### config.mk
export PLATFORM = sky130hd
export DESIGN_NAME = seq_divider_flat
export DESIGN_NICKNAME = d
export VERILOG_FILES = /design/src/rtl/seq_divider_if.sv /design/src/rtl/seq_divider.sv /design/src/flat_wrapper.sv
export SDC_FILE = /design/constraint.sdc
export NUM_CORES = 1
export LEC_CHECK = 0
export ABC_AREA = 0
export CAP_MARGIN = 5
export CORE_MARGIN = 1
export CORE_UTILIZATION = 55
export CTS_CLUSTER_DIAMETER = 40
export DETAILED_ROUTE_END_ITERATION = 8
export PLACE_DENSITY = 0.77
export SYNTH_ARGS = -nofsm -noshare
export SYNTH_HDL_FRONTEND = slang
export SYNTH_SLANG_ARGS = --single-unit
### constraint.sdc
create_clock -name clk -period 4 [get_ports clk]
set_input_delay 0.8 -clock clk [delete_from_list [all_inputs] [get_ports clk]]
set_output_delay 0.8 -clock clk [all_outputs]
set_load 0.005 [all_outputs]
### src/rtl/seq_divider_if.sv
// seq_divider_if: start/busy/done handshake plus operand and result buses
// of the sequential 8/4 restoring divider. The master issues divisions;
// the slave (the divider) performs them.
interface seq_divider_if;
  logic       start;
  logic [7:0] dividend;
  logic [3:0] divisor;
  logic       busy;
  logic       done;
  logic [7:0] quotient;
  logic [3:0] remainder;
  logic       dbz;

  modport master (
    output start, dividend, divisor,
    input  busy, done, quotient, remainder, dbz
  );

  modport slave (
    input  start, dividend, divisor,
    output busy, done, quotient, remainder, dbz
  );
endinterface

### src/rtl/seq_divider.sv
// seq_divider: iterative restoring divider, 8-bit dividend by 4-bit divisor,
// one quotient bit per clock (8 RUN cycles, then a single DONE cycle).
// Optional build macro SEQ_DIVIDER_DBZ_EN: a zero divisor skips RUN, the
// result is produced in the cycle after acceptance and dbz is raised.
// Without the macro dbz is tied low and a zero divisor runs the full
// sequence, which yields the same quotient/remainder values.
module seq_divider (
  input  logic        clk,
  input  logic        rst_n,
  seq_divider_if.slave bus
);
  localparam int DATA_W = 8;
  localparam int COEF_W = 4;

  typedef enum logic [1:0] {IDLE = 2'd0, RUN = 2'd1, DONE = 2'd2} state_t;

  state_t              state;
  state_t              state_nxt;
  logic [2:0]          cnt;
  logic                accept;
  logic                zero_div;

  logic [DATA_W-1:0]   dvd_lat;
  logic [COEF_W-1:0]   dvs_lat;
  logic [COEF_W:0]     r_work;
  logic [DATA_W-1:0]   q_work;

  logic [COEF_W:0]     r_step;
  logic                q_bit;
  logic [DATA_W-1:0]   q_step;

  // One restoring step: shift the next dividend bit into the partial
  // remainder and subtract the divisor when it fits. Returns {qbit, R}.
  function automatic logic [COEF_W+1:0] restore_step(
    input logic [COEF_W:0]   r,
    input logic              in_bit,
    input logic [COEF_W-1:0] d
  );
    logic [COEF_W:0] sh;
    sh = {r[COEF_W-1:0], in_bit};
    if (sh >= {1'b0, d})
      return {1'b1, sh - {1'b0, d}};
    else
      return {1'b0, sh};
  endfunction

  // Start is honoured only when no division is in flight.
  assign accept = bus.start && ((state == IDLE) || (state == DONE));

`ifdef SEQ_DIVIDER_DBZ_EN
  assign zero_div = accept && (bus.divisor == '0);
`else
  assign zero_div = 1'b0;
`endif

  // Combinational iteration: next partial remainder and quotient for bit cnt.
  always_comb begin
    {q_bit, r_step} = restore_step(r_work, dvd_lat[cnt], dvs_lat);
    q_step          = q_work;
    q_step[cnt]     = q_bit;
  end

  // State register and iteration counter.
  always_ff @(posedge clk or negedge rst_n) begin
    if (!rst_n) begin
      state <= IDLE;
      cnt   <= '0;
    end else begin
      state <= state_nxt;
      if (accept)
        cnt <= 3'd7;
      else if (state == RUN)
        cnt <= cnt - 3'd1;
    end
  end

  // Next-state logic.
  always_comb begin
    state_nxt = state;
    case (state)
      IDLE:    if (accept) state_nxt = zero_div ? DONE : RUN;
      RUN:     if (cnt == 3'd0) state_nxt = DONE;
      DONE:    if (accept) state_nxt = zero_div ? DONE : RUN;
               else        state_nxt = IDLE;
      default: state_nxt = IDLE;
    endcase
  end

  // Handshake outputs decoded from state.
  always_comb begin
    bus.busy = (state == RUN);
    bus.done = (state == DONE);
  end

  // ---- Stage boundary: operand capture and iterative working registers ----
  // Working registers: operands latched on accept, updated every RUN cycle.
  always_ff @(posedge clk) begin
    if (accept) begin
      dvd_lat <= bus.dividend;
      dvs_lat <= bus.divisor;
      r_work  <= '0;
      q_work  <= '0;
    end else if (state == RUN) begin
      r_work  <= r_step;
      q_work  <= q_step;
    end
  end

  // ---- Stage boundary: result registers, loaded only on entry to DONE ----
  // Result registers: last iteration's values, or the divide-by-zero result.
  always_ff @(posedge clk or negedge rst_n) begin
    if (!rst_n) begin
      bus.quotient  <= '0;
      bus.remainder <= '0;
`ifdef SEQ_DIVIDER_DBZ_EN
      bus.dbz       <= 1'b0;
`endif
    end else if ((state == RUN) && (cnt == 3'd0)) begin
      bus.quotient  <= q_step;
      bus.remainder <= r_step[COEF_W-1:0];
`ifdef SEQ_DIVIDER_DBZ_EN
      bus.dbz       <= 1'b0;
`endif
    end else if (zero_div) begin
      bus.quotient  <= '1;
      bus.remainder <= bus.dividend[COEF_W-1:0];
`ifdef SEQ_DIVIDER_DBZ_EN
      bus.dbz       <= 1'b1;
`endif
    end
  end

`ifndef SEQ_DIVIDER_DBZ_EN
  assign bus.dbz = 1'b0;
`endif

endmodule
### src/flat_wrapper.sv
// flat-port wrapper written by rule: the top's interface ports become plain ports
module seq_divider_flat 
  (clk, rst_n, bus_start, bus_dividend, bus_divisor, bus_busy, bus_done, bus_quotient, bus_remainder, bus_dbz);
  seq_divider_if bus_i ();
  input  logic clk;
  input  logic rst_n;
  input wire logic [$bits(bus_i.start)-1:0] bus_start;
  input wire logic [$bits(bus_i.dividend)-1:0] bus_dividend;
  input wire logic [$bits(bus_i.divisor)-1:0] bus_divisor;
  output wire logic [$bits(bus_i.busy)-1:0] bus_busy;
  output wire logic [$bits(bus_i.done)-1:0] bus_done;
  output wire logic [$bits(bus_i.quotient)-1:0] bus_quotient;
  output wire logic [$bits(bus_i.remainder)-1:0] bus_remainder;
  output wire logic [$bits(bus_i.dbz)-1:0] bus_dbz;
  assign bus_i.start = bus_start;
  assign bus_i.dividend = bus_dividend;
  assign bus_i.divisor = bus_divisor;
  assign bus_busy = bus_i.busy;
  assign bus_done = bus_i.done;
  assign bus_quotient = bus_i.quotient;
  assign bus_remainder = bus_i.remainder;
  assign bus_dbz = bus_i.dbz;
  seq_divider u_core (.clk(clk), .rst_n(rst_n), .bus(bus_i));
endmodule
Word level (Yosys, flattened, before mapping)

Cells that the tools add are included.

Register bits: 41
Input port bits: 15
Output and inout port bits: 15
Word-level logic and storage cells: 37

$add $sub $neg: 2
Order comparisons: 3
Equal/unequal tests: 4
Mux-type cells: 12
Reduce and logical (&&, ||, !) cells: 8

Operator list:

| operator                                                   | count |
|---|---|
| bitwise mux 8 bit                                          | 1 |
| two-way mux 3 bit                                          | 2 |
| two-way mux 6 bit                                          | 1 |
| one-hot mux 2 bit (3 select lines)                         | 1 |
| >= comparator 5 x 4 -> 1 bit                               | 1 |
| subtractor 5 x 4 -> 5 bit                                  | 1 |
| less-than comparator 3 x 4 -> 1 bit, second input constant | 1 |
| two-way mux 2 bit                                          | 2 |
| inequality test 2 x 1 -> 1 bit, second input constant      | 2 |
| binary-select mux 1 bit (select 3 bit)                     | 1 |
| demux 1 bit (select 3 bit)                                 | 1 |
| >= comparator 3 x 1 -> 1 bit, second input constant        | 1 |
| logical AND 1 bit                                          | 3 |
| zero test 3 bit                                            | 1 |
| two-way mux 1 bit                                          | 3 |
| subtractor 3 x 1 -> 3 bit, second input constant           | 1 |
| equality test 2 x 1 -> 1 bit, second input constant        | 1 |
| equality test 2 bit, second input constant                 | 1 |
| zero test 2 bit                                            | 1 |
| AND reduction 2 bit                                        | 1 |
| nonzero test 2 bit                                         | 1 |
| logical OR 1 bit                                           | 1 |

Depth between registers and ports, before layout

Word-level depth: 5
Mapped depth: 10

Worst setup path after synthesis

OpenSTA, ideal clock, no wires.

Kind: reg2reg
From: register u_core.cnt[2]
To: register u_core.bus.remainder[3]
Arrival time: 2.265 ns
Setup slack: 1.625 ns
Cell stages (with the launch flop): 11
Period minus slack after synthesis: 2.375 ns
Cell sequence: dfrtp_1 buf_4 inv_1 mux4_2 nor2b_1 ha_1 nand4_1 nand2_2 buf_2 nor2_1 o41ai_1

Longest elaborated chain between the ends: 4
Elaborated cells between the ends (all ways): 7
Classes of those cells: add/sub (1); order compare (1); mux (3); reduce/logical (2)

RTL lines:

| element                                                                   | line                                 | RTL |
|---|---|---|
| from (decl)                                                               | seq_divider.sv:19                    | `logic [2:0] cnt;` |
| from (signal assigned)                                                    | seq_divider.sv:73                    | `cnt <= cnt - 3'd1;` |
| binary-select mux 1 bit (select 3 bit)                                    | seq_divider.sv:58                    | `{q_bit, r_step} = restore_step(r_work, dvd_lat[cnt], dvs_lat);` |
| two-way mux 1 bit (not written as such)                                   | seq_divider.sv:58                    |  |
| subtractor 5 x 4 -> 5 bit or >= comparator 5 x 4 -> 1 bit (tied branches) | seq_divider.sv:42, seq_divider.sv:41 |  |
| two-way mux 6 bit                                                         | seq_divider.sv:41                    | `if (sh >= {1'b0, d})` |
| to (signal assigned)                                                      | seq_divider.sv:120                   | `bus.remainder <= r_step[COEF_W-1:0];` |
| to (signal assigned)                                                      | seq_divider.sv:126                   | `bus.remainder <= bus.dividend[COEF_W-1:0];` |
| to (decl)                                                                 | seq_divider_if.sv:21                 | `output busy, done, quotient, remainder, dbz` |

Several ways; a longest one is shown, not always the timed one. The select of a mux whose other input is x is not followed.
A chain may end at the register's enable or synchronous reset.

Final worst setup path

From: register u_core.state[1]
To: output port bus_busy

Longest elaborated chain between the ends: 1

RTL lines:

| element                      | line               | RTL |
|---|---|---|
| from (decl)                  | seq_divider.sv:17  | `state_t state;` |
| from (signal assigned)       | seq_divider.sv:69  | `state <= state_nxt;` |
| equality test 2 x 1 -> 1 bit | seq_divider.sv:91  | `bus.busy = (state == RUN);` |
| to (decl)                    | flat_wrapper.sv:10 | `output wire logic [$bits(bus_i.busy)-1:0] bus_busy;` |

Every way passes these cells.

==> impl_metrics.tcl <==
set metrics [dict create \
    io_pins 30 \
    cap_viol_max_count 0 \
    p_switching_mw 0.757 \
    rrSetupSlack_ns 1.28 \
    ys_seq_elements 41 \
    cp_slowest_cell "clkdlybuf4s50_1" \
    clkTransAtPathRegs_ns 0.12 \
    clkPwrFrac_pct 11.4 \
    firstDrtPassIters 4 \
    power.share.switching_pct 40.9 \
    min_path_type "flop to flop" \
    multiInputGateArea_um2 845 \
    postCtsHoldBufs 0 \
    cts_tree "done" \
    wl_per_cell_um 14.0 \
    antenna_found_initial 0 \
    arrival_ns 1.93 \
    design.die.area_um2 3830 \
    die_w_um 61.9 \
    viasPerCell 5.65 \
    n_antenna_cell 0 \
    worstPathRequired_ns 3.20 \
    cts_setup_buffers 0 \
    overflow 0 \
    max_freq_mhz 366 \
    ys_types 43 \
    clockBufferDepth 2 \
    grt_max_degree 26 \
    netlist_area_um2 1970 \
    worst_hold_slack_ns 0.475 \
    path_delay_family "buffers and inverters" \
    layout_common_cells "28 x clkdlybuf4s50_1, 21 x nand2_1, 19 x nor2_1" \
    power.internal_mw 1.09 \
    cp_max_fo 14 \
    io_buffers 28 \
    drt_wl_total_um 3770 \
    row_count 21 \
    cts_made_buffers 5 \
    grt_pass1_wl_um 6420 \
    period_share_pct 68.3 \
    die_y_um 61.9 \
    synthCells 199 \
    finClkSkew_ns 0.0131 \
    synth_top_cell_by_area "dfrtp_1" \
    clock_sinks 41 \
    hold_viol_final 0 \
    slew_violations 0 \
    worst_pin_slew_ns 0.970 \
    ant_nets 0 \
    p_per_area_nw_per_um2 801 \
    startpoint_type "flop" \
    finalSetupViolCount 0 \
    cts_resized 0 \
    ir_drop_v 0.000332 \
    p_seq_share_pct 38.5 \
    yosysWarnings 0 \
    syn2layout_area_growth_pct 17.1 \
    htreeDepth 2 \
    drt_iter0_markers 91 \
    utilization_pct 68.1 \
    syn-num-nets 221 \
    ys_top_cells_by_area "dfrtp_1 22%, edfxtp_1 18%, dfxtp_1 12%" \
    fin_ws_ns 1.27 \
    clk_latency_ns 0.34 \
    p_leak_nw 0.936 \
    worstPathCellList "nand2b_1 -> inv_2 -> clkdlybuf4s50_1" \
    setup_tns_ns 0 \
    grtUsageTotal_pct 23.7 \
    end_kind "output port" \
    crit_type "flop to output port" \
    finalNetCount 244 \
    syn_area_per_cell_um2 9.90 \
    rsz0062_at_grt "false" \
    dpl_worst_slack_ns 1.33 \
    p_comb_share_pct 50.2 \
    core_um2 3390 \
    critPathBufInv 2 \
    cpPeakStageDelay_ns 0.53 \
    fill_cells 265 \
    yosysSeqAreaShare_pct 52.1 \
    clockRootBuffer "clkbuf_4" \
    outcome "completed" \
    vias 1519 \
    finalCriticalPeriod_ns 2.73 \
    relSlewSlack_pct 35.1 \
    seqCellArea_um2 1030 \
    drc 0 \
    synth_top_area_share_pct 21.6 \
    grt_pass1_vias 1398 \
    dp_hpwl_um 2740 \
    globalplace.congestion 0.920 \
    layout-drive-gt1-share_pct 6.28 \
    final_common_cell "clkdlybuf4s50_1" \
    initial_core_util_pct 58.1 \
]
[logic make-up after synthesis]
logic type	after synthesis	synth area share [%]
DFF	41	52.1
muxes	3	2.22
and+or+nand+nor	76	19.6
buffers and inverters	23	5.08
xor gates and xnor gates	1	0.445
adders and majority gates	7	4.83
other	1	0.190
AOI/OAI and AO/OA	47	15.6
[final timing paths]
kind,start,end,cells after the start
worst max-delay path,u_core.state[1]$_DFFE_PN0P_,bus_busy,3
worst max register to register,u_core.cnt[2]$_DFFE_PN0P_,u_core.bus.remainder[1]$_DFFE_PN0P_,8
min in group asynchronous,rst_n,u_core.bus.quotient[1]$_DFFE_PN0P_,1
worst min register to register,u_core.q_work[0]$_SDFFE_PP0P_,u_core.q_work[0]$_SDFFE_PP0P_,2
max in group asynchronous,rst_n,u_core.bus.remainder[0]$_DFFE_PN0P_,1
worst min-delay path,u_core.q_work[0]$_SDFFE_PP0P_,u_core.q_work[0]$_SDFFE_PP0P_,2
[cell usage after synthesis (all sizes together)]
cell,count
a21boi,2
a21oi,4
a22oi,1
a31oi,1
a32o,1
and2,1
and3,1
and3b,3
buf,5
clkbuf,7
conb,1
dfrtp,17
dfxtp,12
edfxtp,12
fa,1
ha,6
inv,11
mux2,1
mux2i,1
mux4,1
nand2,22
nand2b,3
nand3,6
nand4,1
nor2,19
nor2b,4
nor3,11
nor3b,3
nor4b,2
o21a,1
o21ai,18
o22ai,1
o31a,1
o31ai,15
o41ai,2
xnor2,1
[power groups by stage]
| stage | Clock, mW | Sequential [mW] | Combinational [mW] |
|---|---|---|---|
| 2_1_floorplan | 0 | 0.664 | 0.696 |
| 3_3_place_gp | 0 | 0.705 | 0.891 |
| 3_5_place_dp | 0 | 0.717 | 0.921 |
| 4_1_cts | 0.213 | 0.708 | 0.924 |
| 5_1_grt | 0.232 | 0.735 | 1.04 |
| 6_report | 0.210 | 0.711 | 0.928 |
[routing by layer]
metal	wire (um)	vias to the layer above	part of all wire, %	GRT usage (%)
li1	-	746	-	-
met1	1750	709	46	31.7
met2	1770	58	47	36.6
met3	192	6	5.1	7.66
met4	53	0	1.4	7.94
met5	0	-	0	0
[area by class of cell]
| class | instances | area share, % |
|---|---|---|
| inverter | 11 | 1.79 |
| clock buffer | 8 | 2.55 |
| sequential | 41 | 44.4 |
| tap | 46 | 2.49 |
| timing repair buffer | 28 | 12.1 |
| multi-input combinational | 135 | 36.6 |
[sequential cells by signal (all words and copies together), names as in the netlist]
| register | cells |
|---|---|
| u_core.r_work | 4 |
| u_core.state | 2 |
| u_core.dvd_lat | 8 |
| u_core.cnt | 3 |
| u_core.bus.quotient | 8 |
| u_core.dvs_lat | 4 |
| u_core.q_work | 8 |
| u_core.bus.remainder | 4 |
[worst min-delay path, stage by stage, from the launching register on]
cell	delay, ns
dfxtp_1	0.33
o21ai_0	0.06
o21ai_1	0.06
[metrics by stage]
step / power (mW) / area (um^2) / instances
global placement: 1.60 / 2250 / 261
floorplan: 1.36 / 1970 / 199
detailed placement: 1.64 / 2250 / 261
finish: 1.85 / 2310 / 269
CTS: 1.84 / 2310 / 269
global route: 2.01 / 2310 / 269
Power figures use the tool's default switching activity.
==> edit, RTL diff (same flow settings) <==
Re-encode `state_t` (3 states) as one-hot, 3 bits wide.
--- a/src/rtl/seq_divider.sv
+++ b/src/rtl/seq_divider.sv
@@ -12,7 +12,7 @@
   localparam int DATA_W = 8;
   localparam int COEF_W = 4;
 
-  typedef enum logic [1:0] {IDLE = 2'd0, RUN = 2'd1, DONE = 2'd2} state_t;
+  typedef enum logic [2:0] {IDLE = 3'b001, RUN = 3'b010, DONE = 3'b100} state_t;
 
   state_t              state;
   state_t              state_nxt;
Behaviour: same outputs for any inputs over 10 cycles, from zero or initial values and one cycle with rst_n low; not proved beyond that.
==> edit against the unedited design <==
Sequential share of layout area rose by 0.72 points; via count shrank 0.33%; critical endpoint is now u_core.q_work[0]; sequential cell count up 1; routed wire length increased by 4.4%; area after synthesis about the same; worst setup slack lost 360 ps; count of clock-buffer cells in the layout fell by 2; non-clock buffer count unchanged; final area grew 0.92%; largest power group is now sequential cells; power fell by 26%; largest cell class unchanged.
==> edit: results <==
metrics = {
    "placed_design": {
        "gp_congestion": 0.898,
    },
    "global_route": {
        "grt_util_met3_pct": 8.28,
        "grt_pass1_wl_um": 6420,
        "met1_usage_pct": 31.3,
        "met2_usage_pct": 38.6,
        "grt_max_degree": 24,
    },
    "outcome": {
        "status": "finished clean",
    },
    "synthesis": {
        "synth_nets": 213,
        "synth_commonest_cells": "nand2_1, nor2_1, dfrtp_1, dfxtp_1, edfxtp_1",
        "synth.distinct_cells": 50,
        "synthCells": 191,
        "synth-compound-area-share_pct": 13.8,
        "synth-seq-area-share_pct": 53.4,
        "synth.area.top_cells": "dfrtp_1, edfxtp_1, dfxtp_1",
        "ys_ff_latch": 42,
        "synth_mux_area_share_pct": 3.43,
    },
    "setup_path": {
        "cp_top_family": "simple AND/OR/NAND/NOR gates",
        "cp.arrival_ps": 3310,
        "critPathMaxStageDelay_ps": 670,
        "reg2reg_slack_ps": 910,
    },
    "cells_and_area": {
        "final_core_util_pct": 68.7,
        "multi_input_area_share_pct": 35.6,
        "nNonClkInverters": 10,
    },
    "routing": {
        "wl_met2_um": 1840,
        "met1_length_um": 1710,
        "viasPerCell": 5.73,
    },
    "power_and_ir_drop": {
        "seqPwrFrac_pct": 44.1,
        "p_leak_nw": 0.949,
        "design_power_total_mw": 1.36,
    },
    "timing": {
        "fin_crit_sh_pct": 77.2,
    },
    "clock_tree": {
        "clk_latency_ps": 360,
    },
}
-- edit: changes by cell type after synthesis, moves of 5 or more --
cell / unedited run / this run
o21ai_1: 11 / 0
o31ai_1: 15 / 6
a211oi_1: 0 / 7
nand2_1: 21 / 27
a21oi_1: 4 / 9
nand3_1: 6 / 1
-- edit: cells by family after synthesis --
logic type / count (synthesis)
other cells: 1
buf+inv: 19
fa+ha+maj: 7
xor+xnor: 2
simple gates: 77
flops: 42
mux: 4
compound gates: 39
-- edit: final timing paths --
path / start / cells past startpoint / to
worst max-delay path: u_core.cnt[0] / 8 / u_core.q_work[0]
worst min-delay path: u_core.q_work[6] / 2 / u_core.bus.quotient[6]
worst min register to register: u_core.q_work[6] / 2 / u_core.bus.quotient[6]
min in group asynchronous: rst_n / 1 / u_core.bus.quotient[5]
worst max register to register: u_core.cnt[0] / 8 / u_core.q_work[0]
max in group asynchronous: rst_n / 1 / u_core.bus.remainder[1]
